--- src/rtl/keypad_scanner.sv ---
// 3x4 matrix keypad scanner: column scan, frame-level debounce, one-hot key code with valid level.
// Optional feature: define KEYPAD_AUTO_REPEAT_EN to pulse valid low every REPEAT_FRAMES frames while a key is held.
module keypad_scanner #(
    parameter int unsigned SCAN_DIV      = 4,
    parameter int unsigned DEBOUNCE_CNT  = 3,
    parameter int unsigned REPEAT_FRAMES = 50
) (
    input  logic        clk,
    input  logic        rst,
    input  logic [3:0]  key_row,
    output logic [2:0]  key_col,
    output logic [11:0] Scan_data,
    output logic        valid
);

    localparam int unsigned DIV_W = (SCAN_DIV > 1) ? $clog2(SCAN_DIV) : 1;
    localparam int unsigned CNT_W = $clog2(DEBOUNCE_CNT + 1);
    localparam logic [DIV_W-1:0] DIV_LAST = DIV_W'(SCAN_DIV - 1);
    localparam logic [CNT_W-1:0] CNT_MAX  = CNT_W'(DEBOUNCE_CNT);

    localparam logic [1:0] ST_IDLE  = 2'd0;
    localparam logic [1:0] ST_LOAD  = 2'd1;
    localparam logic [1:0] ST_PRESS = 2'd2;

    if (SCAN_DIV == 0 || DEBOUNCE_CNT == 0 || REPEAT_FRAMES == 0) begin : g_param_check
        $error("keypad_scanner: SCAN_DIV, DEBOUNCE_CNT and REPEAT_FRAMES must be >= 1");
    end

    logic [DIV_W-1:0] div_q, div_d;
    logic [2:0]       key_col_q, key_col_d;
    logic [11:0]      raw_q, raw_d;
    logic [11:0]      prev_q, prev_d;
    logic [CNT_W-1:0] stable_cnt_q, stable_cnt_d;
    logic [1:0]       state_q, state_d;
    logic [11:0]      scan_data_q, scan_data_d;
    logic             valid_q, valid_d;

    logic             sample;
    logic             frame_end;
    logic             single_key;
    logic [11:0]      frame_code;
    logic             stable;

`ifdef KEYPAD_AUTO_REPEAT_EN
    localparam int unsigned HOLD_W = (REPEAT_FRAMES > 1) ? $clog2(REPEAT_FRAMES) : 1;
    localparam logic [HOLD_W-1:0] HOLD_LAST = HOLD_W'(REPEAT_FRAMES - 1);
    logic [HOLD_W-1:0] hold_q, hold_d;
`endif

    // raw_q holds pressed positions indexed row*3+col; the last column is merged in combinationally at frame end
    always_comb begin
        sample    = (div_q == DIV_LAST);
        frame_end = sample && key_col_q[2];
        div_d     = sample ? '0 : div_q + 1'b1;
        key_col_d = sample ? {key_col_q[1:0], key_col_q[2]} : key_col_q;
        raw_d     = raw_q;
        if (sample) begin
            for (int unsigned r = 0; r < 4; r++) begin
                for (int unsigned c = 0; c < 3; c++) begin
                    if (key_col_q[c]) raw_d[r*3 + c] = key_row[r];
                end
            end
        end
        single_key = (raw_d != '0) && ((raw_d & (raw_d - 12'd1)) == '0);
        frame_code = single_key ? {raw_d[11], raw_d[9], raw_d[8:0], raw_d[10]} : '0;
    end

    always_comb begin
        prev_d       = prev_q;
        stable_cnt_d = stable_cnt_q;
        if (frame_end) begin
            prev_d = frame_code;
            if (frame_code == prev_q) begin
                stable_cnt_d = (stable_cnt_q == CNT_MAX) ? CNT_MAX : stable_cnt_q + 1'b1;
            end else begin
                stable_cnt_d = CNT_W'(1);
            end
        end
        stable = frame_end && (stable_cnt_d == CNT_MAX);
    end

    // Scan_data is loaded on entry to LOAD so valid rises one cycle after the data settles
    always_comb begin
        state_d     = state_q;
        scan_data_d = scan_data_q;
        valid_d     = valid_q;
`ifdef KEYPAD_AUTO_REPEAT_EN
        hold_d      = hold_q;
`endif
        case (state_q)
            ST_IDLE: begin
                valid_d = 1'b0;
                if (stable && frame_code != '0) begin
                    scan_data_d = frame_code;
                    state_d     = ST_LOAD;
                end
            end
            ST_LOAD: begin
                valid_d = 1'b1;
                state_d = ST_PRESS;
`ifdef KEYPAD_AUTO_REPEAT_EN
                hold_d  = '0;
`endif
            end
            ST_PRESS: begin
                valid_d = 1'b1;
                if (stable && frame_code != scan_data_q) begin
                    valid_d = 1'b0;
`ifdef KEYPAD_AUTO_REPEAT_EN
                    hold_d  = '0;
`endif
                    if (frame_code == '0) begin
                        state_d = ST_IDLE;
                    end else begin
                        scan_data_d = frame_code;
                        state_d     = ST_LOAD;
                    end
                end
`ifdef KEYPAD_AUTO_REPEAT_EN
                else if (frame_end) begin
                    if (hold_q == HOLD_LAST) begin
                        hold_d  = '0;
                        valid_d = 1'b0;
                    end else begin
                        hold_d = hold_q + 1'b1;
                    end
                end
`endif
            end
            default: begin
                state_d = ST_IDLE;
                valid_d = 1'b0;
            end
        endcase
    end

    always_ff @(posedge clk) begin
        if (rst) begin
            div_q        <= '0;
            key_col_q    <= 3'b001;
            raw_q        <= '0;
            prev_q       <= '0;
            stable_cnt_q <= '0;
            state_q      <= ST_IDLE;
            scan_data_q  <= '0;
            valid_q      <= 1'b0;
`ifdef KEYPAD_AUTO_REPEAT_EN
            hold_q       <= '0;
`endif
        end else begin
            div_q        <= div_d;
            key_col_q    <= key_col_d;
            raw_q        <= raw_d;
            prev_q       <= prev_d;
            stable_cnt_q <= stable_cnt_d;
            state_q      <= state_d;
            scan_data_q  <= scan_data_d;
            valid_q      <= valid_d;
`ifdef KEYPAD_AUTO_REPEAT_EN
            hold_q       <= hold_d;
`endif
        end
    end

    assign key_col   = key_col_q;
    assign Scan_data = scan_data_q;
    assign valid     = valid_q;

endmodule

--- config.mk ---
export PLATFORM = sky130hd
export DESIGN_NAME = keypad_scanner
export DESIGN_NICKNAME = d
export VERILOG_FILES = /design/src/rtl/keypad_scanner.sv
export SDC_FILE = /design/constraint.sdc
export NUM_CORES = 1
export LEC_CHECK = 0
export ABC_AREA = 1
export ABC_CLOCK_PERIOD_IN_PS = 4700
export BUFFER_PORTS_ARGS = -buffer_cell sky130_fd_sc_hd__buf_2
export CAP_MARGIN = 20
export CORE_ASPECT_RATIO = 0.5
export CORE_MARGIN = 2
export CORE_UTILIZATION = 30
export CTS_CLUSTER_SIZE = 30
export DETAILED_ROUTE_END_ITERATION = 10
export SETUP_SLACK_MARGIN = 0.3
export SLEW_MARGIN = 10
export SYNTH_ARGS = -nofsm -noshare
export SYNTH_HDL_FRONTEND = slang
export SYNTH_SLANG_ARGS = --single-unit
export TNS_END_PERCENT = 30
--- constraint.sdc ---
create_clock -name clk -period 4.7 [get_ports clk]
set_input_delay 0 -clock clk [delete_from_list [all_inputs] [get_ports clk]]
set_output_delay 0 -clock clk [all_outputs]
set_load 0.03 [all_outputs]
==> results.cfg <==
[placed_design]
gp_routability_congestion = 0.912
port_buffers = 21
place_hpwl_microns = 5360

[die]
initial_utilization = 0.306
ioPinCount = 22
dieHeight_microns = 73.1
width_of_the_die_microns = 142
rows = 25
core-area_sq_mm = 0.00935
dieArea_sq_mm = 0.0104

[sta]
tightestPinTransition_ns = 0.586
rsz0062_at_grt = no
timing_hold_violations_final = 0
slew_violations = 0
fin_skew_ns = 0.00607
setup_viol = 0
period_minus_slack_ns = 3.80
setup-tns-final_ns = 0
max-slew-margin-rel = 0.607
timing.final.crit_share = 0.808
clock.fmax_mhz = 263

[grt]
grt_use_total = 0.150
grt_start_max_net_pins = 31
grt_antenna_before_repair = 0
overflow = 0
first_global_vias = 2527
grt_pass1_wl_microns = 12300

[setup_path]
critPathArrivalTime_ns = 4.03
crit_path_max_incr_delay_ns = 0.41
path_delay_family = simple AND/OR/NAND/NOR gates
cp_cell_instances = ha_2 > nand2_2 > inv_1 > or2_2 > o21a_1 > nor2_1 > nand3_1 > nand2_1 > nor2_4 > nand3_1 > inv_1 > nand2_1 > nand2_1 > nand2_1 > nor2_1 > nand2_1 > nor2_2 > nand3_2 > nand2_4 > nand3_4 > nand2_1 > inv_1 > nor2_1
crit_buf_inv = 3
maximum_fanout_count_along_the_critical_path = 18
critical-path-top-cell-by-count = sky130_fd_sc_hd__nand2_1
worst-endpoint-required_ns = 4.93
timing.critical_path.slowest_stage_cell = sky130_fd_sc_hd__nor2_4
criticalPathCategory = reg -> reg
crit_end_element = flip-flop
worst_setup_sp_type = flip-flop

[logic_synthesis]
post_synth_inst_count = 453
synthArstFlopShare = 0
yosysTopAreaCellShare = 0.321
ys_dominant_reg_cell = sky130_fd_sc_hd__dfxtp_1
synth.area.top_cells = sky130_fd_sc_hd__dfxtp_1 32%, sky130_fd_sc_hd__nand2_1 18%, sky130_fd_sc_hd__inv_1 10%
synth_area_leader_cell = sky130_fd_sc_hd__dfxtp_1
mappedNetlistArea_sq_mm = 0.00287
synth_enable_flop_cells = 0
yosys_reg_bits = 46
synthesis.yosys.warnings = 0
mappedNetlistNets = 465
yosysMostFrequentCell = sky130_fd_sc_hd__nand2_1
synth_cell_type_count = 26
synth.cells.most_frequent = 135 x sky130_fd_sc_hd__nand2_1, 77 x sky130_fd_sc_hd__inv_1, 60 x sky130_fd_sc_hd__nor2_1
synth.avg_cell_area_sq_um = 6.33
synth.yosys.seq_area_share = 0.321

[route]
drc = 0
routedWlPerCell_microns = 12.2
num_vias = 2785
post_dr_vias_cell = 4.71
drtIter0Drc = 236
drtAntennaViolNets = 0
wirelength_microns = 7210
firstDrtPassIters = 5

[clock_network]
clock-root-buffer = sky130_fd_sc_hd__clkbuf_16
cts-root-to-sink-buffers = 2
clk_transition_reported_paths_ns = 0.06
cts_post_setup_buffers_inserted = 0
clock_insertion_delay_worst_skew_ns = 0.29
htreeDepth = 2
clock_sinks = 46
ctsResizeCount = 0
cts_inserted_buffers = 5
holdBufCountCts = 0
tritoncts = yes

[layout]
multiInputGateArea_sq_mm = 0.00156
fin_util = 0.341
area_delta_synth_final_pct = 11.1
fillers = 1008
final_layout_size_suffix_gt1_frac = 0.130
design.final.nets = 481
diodes = 0
seq_area_sq_um = 921

[power]
powerDensity_mw_per_mm2 = 445
comb_power_share = 0.406
intPower_mw = 0.827
power.total_mw = 1.42
share_seq_of_total_power = 0.337
p_leak_nw = 1.71
p_sw_frac = 0.417
power_switching_mw = 0.591
vdd_drop_max_v = 0.000141
clk_network_pwr_share = 0.256

[worst_hold_path]
hold_class = in -> reg

[run_status]
status = finished, final reports clean

[job]
drv_cap = 0
-- worst reg2reg max path, delay by kind of cell, from the launching register on --
family,cells,cell delay [ns]
fa+ha+maj,1,0.34
flops,1,0.34
buf+inv,3,0.39
compound gates,1,0.26
simple gates,18,2.43
-- layout make-up --
type	count	share of cell area
multi-input cells	315	0.489
flip-flops and latches	46	0.289
inverters	79	0.0931
well taps	121	0.0475
clock buffers	7	0.0448
repair buffers	22	0.0353
clock inverters	1	0.00157
-- path summary, 6_finish.rpt --
path	from	endpoint	slack (ns)	cells past startpoint
max	div_q[0]	Scan_data[2]	0.90	23
min	key_row[1]	raw_q[4]	0.04	3
max reg2reg	div_q[0]	Scan_data[2]	0.90	23
min reg2reg	div_q[0]	div_q[0]	0.43	1
-- cell families (layout without fill, tap and decap cells) --
logic type	after synthesis	count (layout)	synth area share
AO/OA/AOI/OAI	32	32	0.0690
buffers and inverters	93	109	0.139
flip-flops	46	46	0.321
adder cells (fa/ha/maj)	6	6	0.0262
AND/OR/NAND/NOR	276	277	0.445
-- sequential cells by signal, summed over array words and instances, names as in the netlist --
register      count
div_q             2
key_col           3
Scan_data        12
stable_cnt_q      2
raw_q            12
valid             1
state_q           2
prev_q           12
-- per-stage QoR --
stage | setup slack (ns) | area, sq um | instances | hold slack [ns]
CTS | 0.549 | 3180 | 590 | 0.0301
floorplan | 1.79 | 2870 | 453 | 0.154
global placement | 0.623 | 3030 | 582 | 0.345
global route | 0.399 | 3190 | 591 | 0.0541
detailed placement | 0.586 | 3030 | 582 | 0.333
finish | 0.902 | 3190 | 591 | 0.0369
-- metal layers --
layer  GRT usage  part of all wire
met1       0.216              0.53
met2       0.222              0.41
met3      0.0361             0.051
met4      0.0433             0.010
met5           0                 0
-- cell usage in the layout, fill, tap and decap left out, types with 2 or more instances in the layout --
| cell | n |
|---|---|
| sky130_fd_sc_hd__nand4_1 | 27 |
| sky130_fd_sc_hd__nand3_1 | 27 |
| sky130_fd_sc_hd__nand2_4 | 2 |
| sky130_fd_sc_hd__nand3_2 | 9 |
| sky130_fd_sc_hd__ha_1 | 5 |
| sky130_fd_sc_hd__o22ai_1 | 13 |
| sky130_fd_sc_hd__buf_2 | 21 |
| sky130_fd_sc_hd__nand2_1 | 135 |
| sky130_fd_sc_hd__nor2_1 | 60 |
| sky130_fd_sc_hd__nor2_4 | 3 |
| sky130_fd_sc_hd__o21ai_1 | 5 |
| sky130_fd_sc_hd__inv_1 | 77 |
| sky130_fd_sc_hd__nand2_2 | 7 |
| sky130_fd_sc_hd__dfxtp_1 | 46 |
| sky130_fd_sc_hd__o21ai_2 | 3 |
| sky130_fd_sc_hd__nor2_2 | 4 |
| sky130_fd_sc_hd__o21ai_0 | 5 |
| sky130_fd_sc_hd__a21oi_1 | 3 |
| sky130_fd_sc_hd__clkinv_1 | 2 |
| sky130_fd_sc_hd__or2_2 | 2 |
| sky130_fd_sc_hd__clkbuf_16 | 5 |
-- power groups by stage --
| stage | combinational (mW) | clock (mW) | sequential, mW |
|---|---|---|---|
| 2_1_floorplan | 0.406 | 0 | 0.552 |
| 3_3_place_gp | 0.572 | 0 | 0.487 |
| 3_5_place_dp | 0.571 | 0 | 0.488 |
| 4_1_cts | 0.574 | 0.376 | 0.479 |
| 5_1_grt | 0.664 | 0.395 | 0.486 |
| 6_report | 0.577 | 0.364 | 0.479 |
Power figures use the tool's default switching activity.
